## config.mk

```make
export PLATFORM = sky130hd
export DESIGN_NAME = intnorm_pipe_shift_flat
export DESIGN_NICKNAME = d
export VERILOG_FILES = /design/src/rtl/intnorm_pipe_shift_if.sv /design/src/rtl/intnorm_pipe_shift.sv /design/src/flat_wrapper.sv
export SDC_FILE = /design/constraint.sdc
export NUM_CORES = 1
export LEC_CHECK = 0
export ABC_AREA = 1
export CAP_MARGIN = 20
export CORE_MARGIN = 1
export CORE_UTILIZATION = 60
export CTS_BUF_LIST = sky130_fd_sc_hd__clkbuf_16
export CTS_CLUSTER_DIAMETER = 100
export DETAILED_ROUTE_END_ITERATION = 7
export PLACE_DENSITY = 0.83
export SYNTH_ARGS = -nofsm -noshare
export SYNTH_HDL_FRONTEND = slang
export SYNTH_SLANG_ARGS = --single-unit
```

## constraint.sdc

```tcl
create_clock -name clk -period 4 [get_ports clk]
set_input_delay 1.2 -clock clk [delete_from_list [all_inputs] [get_ports clk]]
set_output_delay 1.2 -clock clk [all_outputs]
set_load 0.1 [all_outputs]
```

## src/rtl/intnorm_pipe_shift_if.sv

```systemverilog
// Handshake bundle for intnorm_pipe_shift: operand side (in_*) and result side (out_*).
interface intnorm_pipe_shift_if #(
  parameter int WIDTH  = 68,
  parameter int TAGW   = 4,
  parameter int SHAMTW = $clog2(WIDTH) + 1
);
  logic              in_valid;
  logic              in_ready;
  logic [1:0]        in_mode;
  logic [SHAMTW-1:0] in_shamt;
  logic [WIDTH-1:0]  in_data;
  logic [TAGW-1:0]   in_tag;
  logic              out_valid;
  logic              out_ready;
  logic [WIDTH-1:0]  out_data;
  logic [SHAMTW-1:0] out_count;
  logic              out_zero;
  logic              out_sticky;
  logic [TAGW-1:0]   out_tag;

  modport master (
    output in_valid, in_mode, in_shamt, in_data, in_tag, out_ready,
    input  in_ready, out_valid, out_data, out_count, out_zero, out_sticky, out_tag
  );

  modport slave (
    input  in_valid, in_mode, in_shamt, in_data, in_tag, out_ready,
    output in_ready, out_valid, out_data, out_count, out_zero, out_sticky, out_tag
  );
endinterface

```

## src/rtl/intnorm_pipe_shift.sv

```systemverilog
// Pipelined SLL/SRL/SRA/NORM shifter; shift-amount bits are consumed LSB group first, one group per stage.
// Define INTNORM_STICKY_EN to build the per-stage sticky accumulation for right shifts.
module intnorm_pipe_shift #(
  parameter int WIDTH  = 68,
  parameter int STAGES = 2,
  parameter int TAGW   = 4,
  parameter int SHAMTW = $clog2(WIDTH) + 1
) (
  input logic                 clk,
  input logic                 reset_n,
  intnorm_pipe_shift_if.slave bus
);

  typedef enum logic [1:0] {
    MODE_SLL  = 2'b00,
    MODE_SRL  = 2'b01,
    MODE_SRA  = 2'b10,
    MODE_NORM = 2'b11
  } mode_e;

  localparam logic [WIDTH-1:0] ONES = '1;

  // Even split of amount bits; STAGES <= SHAMTW keeps every group non-empty.
  function automatic logic [SHAMTW-1:0] grp_mask(input int k);
    logic [SHAMTW-1:0] m;
    int lo;
    int hi;
    lo = (k * SHAMTW) / STAGES;
    hi = ((k + 1) * SHAMTW) / STAGES;
    m  = '0;
    for (int b = 0; b < SHAMTW; b++) begin
      if (b >= lo && b < hi) m[b] = 1'b1;
    end
    return m;
  endfunction

  logic              stall;
  logic [SHAMTW-1:0] lzc;
  logic              lz_found;
  logic [SHAMTW-1:0] fe_amt;

  logic              valid_q  [0:STAGES-1];
  logic              valid_d  [0:STAGES-1];
  logic [WIDTH-1:0]  data_q   [0:STAGES-1];
  logic [WIDTH-1:0]  data_d   [0:STAGES-1];
  logic [SHAMTW-1:0] rem_q    [0:STAGES-1];
  logic [SHAMTW-1:0] rem_d    [0:STAGES-1];
  logic [SHAMTW-1:0] count_q  [0:STAGES-1];
  logic [SHAMTW-1:0] count_d  [0:STAGES-1];
  mode_e             mode_q   [0:STAGES-1];
  mode_e             mode_d   [0:STAGES-1];
  logic [TAGW-1:0]   tag_q    [0:STAGES-1];
  logic [TAGW-1:0]   tag_d    [0:STAGES-1];
  logic              zero_q;
  logic              zero_d;

  logic              src_valid [0:STAGES-1];
  logic [WIDTH-1:0]  src_data  [0:STAGES-1];
  logic [SHAMTW-1:0] src_rem   [0:STAGES-1];
  logic [SHAMTW-1:0] src_count [0:STAGES-1];
  mode_e             src_mode  [0:STAGES-1];
  logic [TAGW-1:0]   src_tag   [0:STAGES-1];
  logic [SHAMTW-1:0] sh        [0:STAGES-1];

`ifdef INTNORM_STICKY_EN
  logic              sticky_q   [0:STAGES-1];
  logic              sticky_d   [0:STAGES-1];
  logic              src_sticky [0:STAGES-1];
`endif

  assign stall        = valid_q[STAGES-1] & ~bus.out_ready;
  assign bus.in_ready = ~stall;

  // Front end: leading-zero count; an all-zero operand yields WIDTH.
  always_comb begin
    lzc      = SHAMTW'(WIDTH);
    lz_found = 1'b0;
    for (int b = WIDTH - 1; b >= 0; b--) begin
      if (!lz_found && bus.in_data[b]) begin
        lzc      = SHAMTW'(WIDTH - 1 - b);
        lz_found = 1'b1;
      end
    end
  end

  always_comb begin
    if (mode_e'(bus.in_mode) == MODE_NORM) begin
      fe_amt = lzc;
    end else if (bus.in_shamt > SHAMTW'(WIDTH)) begin
      fe_amt = SHAMTW'(WIDTH);
    end else begin
      fe_amt = bus.in_shamt;
    end
  end

  always_comb begin
    src_valid = '{default: 1'b0};
    src_data  = '{default: '0};
    src_rem   = '{default: '0};
    src_count = '{default: '0};
    src_mode  = '{default: MODE_SLL};
    src_tag   = '{default: '0};
    sh        = '{default: '0};
    valid_d   = '{default: 1'b0};
    data_d    = '{default: '0};
    rem_d     = '{default: '0};
    count_d   = '{default: '0};
    mode_d    = '{default: MODE_SLL};
    tag_d     = '{default: '0};
`ifdef INTNORM_STICKY_EN
    src_sticky = '{default: 1'b0};
    sticky_d   = '{default: 1'b0};
`endif

    src_valid[0] = bus.in_valid;
    src_data[0]  = bus.in_data;
    src_rem[0]   = fe_amt;
    src_count[0] = fe_amt;
    src_mode[0]  = mode_e'(bus.in_mode);
    src_tag[0]   = bus.in_tag;
    for (int k = 1; k < STAGES; k++) begin
      src_valid[k] = valid_q[k-1];
      src_data[k]  = data_q[k-1];
      src_rem[k]   = rem_q[k-1];
      src_count[k] = count_q[k-1];
      src_mode[k]  = mode_q[k-1];
      src_tag[k]   = tag_q[k-1];
`ifdef INTNORM_STICKY_EN
      src_sticky[k] = sticky_q[k-1];
`endif
    end

    // Each stage shifts by its own group's weighted bits; the total never exceeds WIDTH.
    for (int k = 0; k < STAGES; k++) begin
      sh[k]      = src_rem[k] & grp_mask(k);
      rem_d[k]   = src_rem[k] & ~grp_mask(k);
      valid_d[k] = src_valid[k];
      count_d[k] = src_count[k];
      mode_d[k]  = src_mode[k];
      tag_d[k]   = src_tag[k];
      case (src_mode[k])
        MODE_SRL: data_d[k] = src_data[k] >> sh[k];
        MODE_SRA: data_d[k] = $signed(src_data[k]) >>> sh[k];
        default:  data_d[k] = src_data[k] << sh[k];
      endcase
`ifdef INTNORM_STICKY_EN
      if (src_mode[k] == MODE_SRL || src_mode[k] == MODE_SRA) begin
        sticky_d[k] = src_sticky[k] | (|(src_data[k] & ~(ONES << sh[k])));
      end else begin
        sticky_d[k] = 1'b0;
      end
`endif
    end

    zero_d = ~|data_d[STAGES-1];
  end

  always_ff @(posedge clk or negedge reset_n) begin
    if (!reset_n) begin
      for (int k = 0; k < STAGES; k++) begin
        valid_q[k] <= 1'b0;
        data_q[k]  <= '0;
        rem_q[k]   <= '0;
        count_q[k] <= '0;
        mode_q[k]  <= MODE_SLL;
        tag_q[k]   <= '0;
`ifdef INTNORM_STICKY_EN
        sticky_q[k] <= 1'b0;
`endif
      end
      zero_q <= 1'b0;
    end else if (!stall) begin
      for (int k = 0; k < STAGES; k++) begin
        valid_q[k] <= valid_d[k];
        data_q[k]  <= data_d[k];
        rem_q[k]   <= rem_d[k];
        count_q[k] <= count_d[k];
        mode_q[k]  <= mode_d[k];
        tag_q[k]   <= tag_d[k];
`ifdef INTNORM_STICKY_EN
        sticky_q[k] <= sticky_d[k];
`endif
      end
      zero_q <= zero_d;
    end
  end

  assign bus.out_valid = valid_q[STAGES-1];
  assign bus.out_data  = data_q[STAGES-1];
  assign bus.out_count = count_q[STAGES-1];
  assign bus.out_zero  = zero_q;
  assign bus.out_tag   = tag_q[STAGES-1];
`ifdef INTNORM_STICKY_EN
  assign bus.out_sticky = sticky_q[STAGES-1];
`else
  assign bus.out_sticky = 1'b0;
`endif

endmodule

```

## src/flat_wrapper.sv

```systemverilog
// flat-port wrapper written by rule: the top's interface ports become plain ports
module intnorm_pipe_shift_flat 
#(
  parameter int WIDTH  = 68,
  parameter int STAGES = 2,
  parameter int TAGW   = 4,
  parameter int SHAMTW = $clog2(WIDTH) + 1
)
  (clk, reset_n, bus_in_valid, bus_in_mode, bus_in_shamt, bus_in_data, bus_in_tag, bus_out_ready, bus_in_ready, bus_out_valid, bus_out_data, bus_out_count, bus_out_zero, bus_out_sticky, bus_out_tag);
  intnorm_pipe_shift_if #(.WIDTH(WIDTH), .TAGW(TAGW), .SHAMTW(SHAMTW)) bus_i ();
  input logic clk;
  input logic reset_n;
  input wire logic [$bits(bus_i.in_valid)-1:0] bus_in_valid;
  input wire logic [$bits(bus_i.in_mode)-1:0] bus_in_mode;
  input wire logic [$bits(bus_i.in_shamt)-1:0] bus_in_shamt;
  input wire logic [$bits(bus_i.in_data)-1:0] bus_in_data;
  input wire logic [$bits(bus_i.in_tag)-1:0] bus_in_tag;
  input wire logic [$bits(bus_i.out_ready)-1:0] bus_out_ready;
  output wire logic [$bits(bus_i.in_ready)-1:0] bus_in_ready;
  output wire logic [$bits(bus_i.out_valid)-1:0] bus_out_valid;
  output wire logic [$bits(bus_i.out_data)-1:0] bus_out_data;
  output wire logic [$bits(bus_i.out_count)-1:0] bus_out_count;
  output wire logic [$bits(bus_i.out_zero)-1:0] bus_out_zero;
  output wire logic [$bits(bus_i.out_sticky)-1:0] bus_out_sticky;
  output wire logic [$bits(bus_i.out_tag)-1:0] bus_out_tag;
  assign bus_i.in_valid = bus_in_valid;
  assign bus_i.in_mode = bus_in_mode;
  assign bus_i.in_shamt = bus_in_shamt;
  assign bus_i.in_data = bus_in_data;
  assign bus_i.in_tag = bus_in_tag;
  assign bus_i.out_ready = bus_out_ready;
  assign bus_in_ready = bus_i.in_ready;
  assign bus_out_valid = bus_i.out_valid;
  assign bus_out_data = bus_i.out_data;
  assign bus_out_count = bus_i.out_count;
  assign bus_out_zero = bus_i.out_zero;
  assign bus_out_sticky = bus_i.out_sticky;
  assign bus_out_tag = bus_i.out_tag;
  intnorm_pipe_shift #(.WIDTH(WIDTH), .STAGES(STAGES), .TAGW(TAGW), .SHAMTW(SHAMTW)) u_core (.clk(clk), .reset_n(reset_n), .bus(bus_i));
endmodule
```

==> results of run 1 <==
-- Yosys cell counts (all sizes together) (2+ instances only) --
| library cell | count |
|---|---|
| and2 | 4 |
| clkinv | 4 |
| o41ai | 7 |
| a22oi | 3 |
| a21oi | 135 |
| a32o | 14 |
| inv | 192 |
| a211oi | 2 |
| nor4 | 19 |
| o21ai | 189 |
| o32ai | 2 |
| o21a | 9 |
| o22ai | 17 |
| nor2 | 300 |
| a32oi | 4 |
| a22o | 2 |
| nor3b | 2 |
| o31ai | 3 |
| buf | 162 |
| or3 | 2 |
| ha | 5 |
| nor3 | 11 |
| nand3 | 705 |
| dfrtp | 165 |
| clkbuf | 104 |
| nand2 | 786 |
| o2111ai | 6 |
| o221ai | 5 |
| a21boi | 12 |
| a221oi | 3 |
| o211ai | 30 |
| a31oi | 16 |
| nand3b | 3 |
| nand4 | 31 |
-- cells by family after synthesis --
| kind of cell | Yosys count |
|---|---|
| simple gates | 1867 |
| buf+inv | 463 |
| other cells | 1 |
| fa+ha+maj | 5 |
| flops | 165 |
| compound gates | 465 |
-- repair_timing --
action,in CTS
pin swaps,84
endpoints found under the setup margin,75
setup buffers,56
resized for setup,400
cloned,20
-- per-stage QoR --
| step | cells | hold slack (ns) |
|---|---|---|
| floorplan | 2966 | 0.420 |
| detailed placement | 3559 | 0.440 |
| global placement | 3559 | 0.430 |
| CTS | 3667 | 0.456 |
==> run metrics, run 1 <==
status=aborted with a tool error; Stop stage=global routing (5_1_grt); Tool Error=[ERROR GRT-0183] Net net1068: the 3D maze router ran out of legal paths (heap underflow) - the net is boxed in by local congestion or blockages.; CTS Root Cell=clkbuf_16; part of the Yosys area used for sequential elements=23.5%; port buffer count=168; Avg Inst Size Synth=between 5 and 6 um2; largest family of logic cells by synthesized area=simple AND/OR/NAND/NOR gates; Syn Nets=3057; post-synthesis mux area share=0%; synthesized area=about 0.018 mm2; complex-gate fraction of the synthesized area=15.7%; CTS sink cnt=165; post-place setup slack=-3.08 ns; DP Area=between 0.02 and 0.025 mm2; cells taking the most area after synthesis=dfrtp_1 (24%), nand3_1 (20%), nand2_1 (17%); H-tree depth=4; routability congestion estimate=about 1.2; yosys warns=0; row cnt=between 60 and 70; Max Buffers Root-to-Sink=2; Synth Area in Simple Gates=a little under half; Mapped Cells=2966; Yosys cell types=64; ys async rst share=100%; post-DP HPWL=53300 um; Synth top area share=23.5%; Synth area leader=dfrtp_1; I/O pins=170; total clock buffers created by CTS=17; post-synthesis adder-cell area fraction=0.356%; die span in x=173 um; die span in y=173 um; largest net degree at the start of global routing=198; Hold-fix buffers, CTS=0; initial core utilization=61.2%; Seq cells post-synth=165; XOR/XNOR share of the synthesized area=0%; top_reg_cell synth=dfrtp_1; number of flops mapped to enable cells by yosys=0
==> inputs of run 2 (changes only) <==
--- a/config.mk
+++ b/config.mk
@@ -8,11 +8,9 @@
 export ABC_AREA = 1
 export CAP_MARGIN = 20
 export CORE_MARGIN = 1
-export CORE_UTILIZATION = 60
-export CTS_BUF_LIST = sky130_fd_sc_hd__clkbuf_16
-export CTS_CLUSTER_DIAMETER = 100
+export CORE_UTILIZATION = 40
 export DETAILED_ROUTE_END_ITERATION = 7
-export PLACE_DENSITY = 0.83
+export PLACE_DENSITY_LB_ADDON = 0.15
 export SYNTH_ARGS = -nofsm -noshare
 export SYNTH_HDL_FRONTEND = slang
 export SYNTH_SLANG_ARGS = --single-unit
==> run 2 against run 1 <==
  * Synthesized area unchanged
  * Synthesized cell count unchanged
  * The flow now finishes, with violations (setup timing)
==> run metrics, run 2 <==
status=finished, violations left (was aborted with a tool error); failing checks=setup timing; Seq cells post-synth=165 (unchanged); ratio of total power to cell area=around 400 mW/mm2; leakage=13.2 nW; yosys warns=0 (unchanged); via count=24800; worst min path class=flip-flop to flip-flop; most used cell, CP=nor2_4; I/O pins=170 (unchanged); met2 Use GR=63.3%; TNS Setup=-166.73 ns; clk_lat worst skew=0.46 ns; Top delay family on crit path=simple AND/OR/NAND/NOR gates; number of flops mapped to enable cells by yosys=0 (unchanged); Synth area leader=dfrtp_1 (unchanged); total clock buffers created by CTS=17 (unchanged); Avg Inst Size Synth=5.92 um2 (unchanged); WP data required=approximately 4.3 ns; worst setup margin=-2.49 ns; part of the Yosys area used for sequential elements=23.5% (unchanged); ant diodes=0; H-tree depth=4 (unchanged); Worst EP arrival=6.83 ns; worst hold stages=2; top post-synthesis cells by count=nand2_1 (776), nand3_1 (701), nor2_1 (282) (unchanged); synthesized area=0.0176 mm2 (unchanged); Tot Pwr=11.3 mW; vias per cell=6.15; first-pass GRT wire length=between 100000 and 150000 um; Synth top area share=23.5% (unchanged); routability congestion estimate=1.05 (was 1.19); Slew headroom=29.9%; vias in the first global route=22700; r2r worst-path depth=15; CP max FO=7; CP endpoint kind=flip-flop; Area Overhead vs Synth=60.8%; post-DP HPWL=66300 um (was 53300 um); die area=roughly 0.045 mm2; layout cell share with drive strength beyond 1=between 30 and 40%; CTS tree=yes; fmax=154 MHz; final slew viol count=0; Tot GR Track Use=39.8%; M1 GR Usage=49.7%; MaxCap Viol Count=0; wire length per cell=23.9 um; core area=0.0432 mm2; Yosys cell types=64 (unchanged); # DRC=0; row cnt=76 (was 62); Hold WS=0.460 ns; Final ANT Viol Nets=0; fin crit share=162%; overflow left after global routing=0; port buffer count=168 (unchanged); Largest stage delay, worst path=0.28 ns; DR pass1 iterations=6; routed wire length=96400 um; WS Path Type=primary input to flip-flop; Fin. Hold Viols=0; RSZ-0062 raised after global routing=true; commonest non-fill, non-tap cell in the layout=nand2_1; DP Area=0.0220 mm2 (was 0.0209 mm2); Worst IR Drop VDD=0.341 mV; Max Buffers Root-to-Sink=2 (unchanged); most used routing layer=met2; worst path bufs/invs=5; Hold-fix buffers, CTS=0 (unchanged); Mapped Cells=2966 (unchanged); initial DRC count=~3200; critical path's slowest cell=nand3_1; CTS sink cnt=165 (unchanged); Slew @ Worst Pin=between 1 and 1.5 ns; design area=0.0282 mm2; initial antenna violation count=1; die span in x=211 um (was 173 um); clk slew on worst S/H paths=0.07 ns; Startpoint Class=primary input; grt met3 use=6.87%; Final nets=3521; most numerous cell in the Yosys netlist=nand2_1 (unchanged); ys async rst share=100% (unchanged); die span in y=211 um (was 173 um); cells taking the most area after synthesis=dfrtp_1 (24%), nand3_1 (20%), nand2_1 (17%) (unchanged); largest net degree at the start of global routing=198; Tmin final=6.49 ns; reg2reg setup slack=0.60 ns; top_reg_cell synth=dfrtp_1 (unchanged); CTS Root Cell=clkbuf_16 (unchanged); most frequent cells in the layout=nand2_1 (571), buf_4 (452), nand3_1 (378); post-place setup slack=-3.36 ns (was -3.08 ns); setup violators final=75; Worst Skew=0.0155 ns; Syn Nets=3057 (unchanged); Levels on crit path=43; initial core utilization=40.7% (was 61.2%)
run 2: cell counts after synthesis:
Identical to the previous run, type by type.
run 2: per-stage QoR:
stage          instances  utilization [%]
6_report            4028             65.4
5_1_grt             4028             65.4
4_1_cts             3982             58.6
3_5_place_dp        3864             50.8
3_3_place_gp        3863             50.8
2_1_floorplan       2966                -
run 2: worst min-delay path: cells and delay by family, from the launching register on:
| family | cells | cell delay (ns) |
|---|---|---|
| buffers and inverters | 1 | 0.04 |
| flip-flops | 1 | 0.32 |
| AND/OR/NAND/NOR | 1 | 0.06 |
run 2: repair_timing:
| item | 4_1_cts | 5_1_grt |
|---|---|---|
| cloned | 24 | 10 |
| endpoints found under the setup margin | 75 | 75 |
| buffers inserted | 65 | 37 |
| pin swaps | 112 | 190 |
| gates resized for setup | 446 | 530 |
run 2: cell type report:
| type | instances | area, um2 |
|---|---|---|
| multi-input combinational | 2341 | 14900 |
| tap | 585 | 732 |
| timing repair buffer | 709 | 7060 |
| clock inverter | 13 | 138 |
| clock buffer | 19 | 453 |
| inverter | 196 | 771 |
| sequential | 165 | 4130 |
| fill | 3787 | 15000 |
run 2: report_power, final:
part / leakage [nW] / internal (mW) / switching, mW / total, mW
logic: 10.9 / 2.25 / 4.93 / 7.18
registers: 2.06 / 2.05 / 0.393 / 2.45
clock network: 0.291 / 0.912 / 0.782 / 1.69
total: 13.2 / 5.22 / 6.10 / 11.3
run 2: final timing paths:
check / start / end
max: bus_in_data[57] / u_core.data_q[103]
min: u_core.src_valid[0] / u_core.bus.out_valid
max reg2reg: u_core.mode_d[0] / u_core.bus.out_zero
min reg2reg: u_core.src_valid[0] / u_core.bus.out_valid
max in group asynchronous: reset_n / u_core.bus.out_data[58]
min in group asynchronous: reset_n / u_core.src_valid[0]
run 2: kinds of logic after synthesis:
group	synth area share, %
compound gates	15.7
other cells	0.0214
buf+inv	12.8
simple gates	47.6
fa+ha+maj	0.356
flops	23.5
run 2: layer usage:
metal / vias up / share of wire, %
li1: 11000 / -
met1: 11600 / 38
met2: 1663 / 44
met3: 474 / 9.6
met4: 2 / 8.2
met5: - / 0.012
No activity file was read; power rests on OpenSTA's default activity.
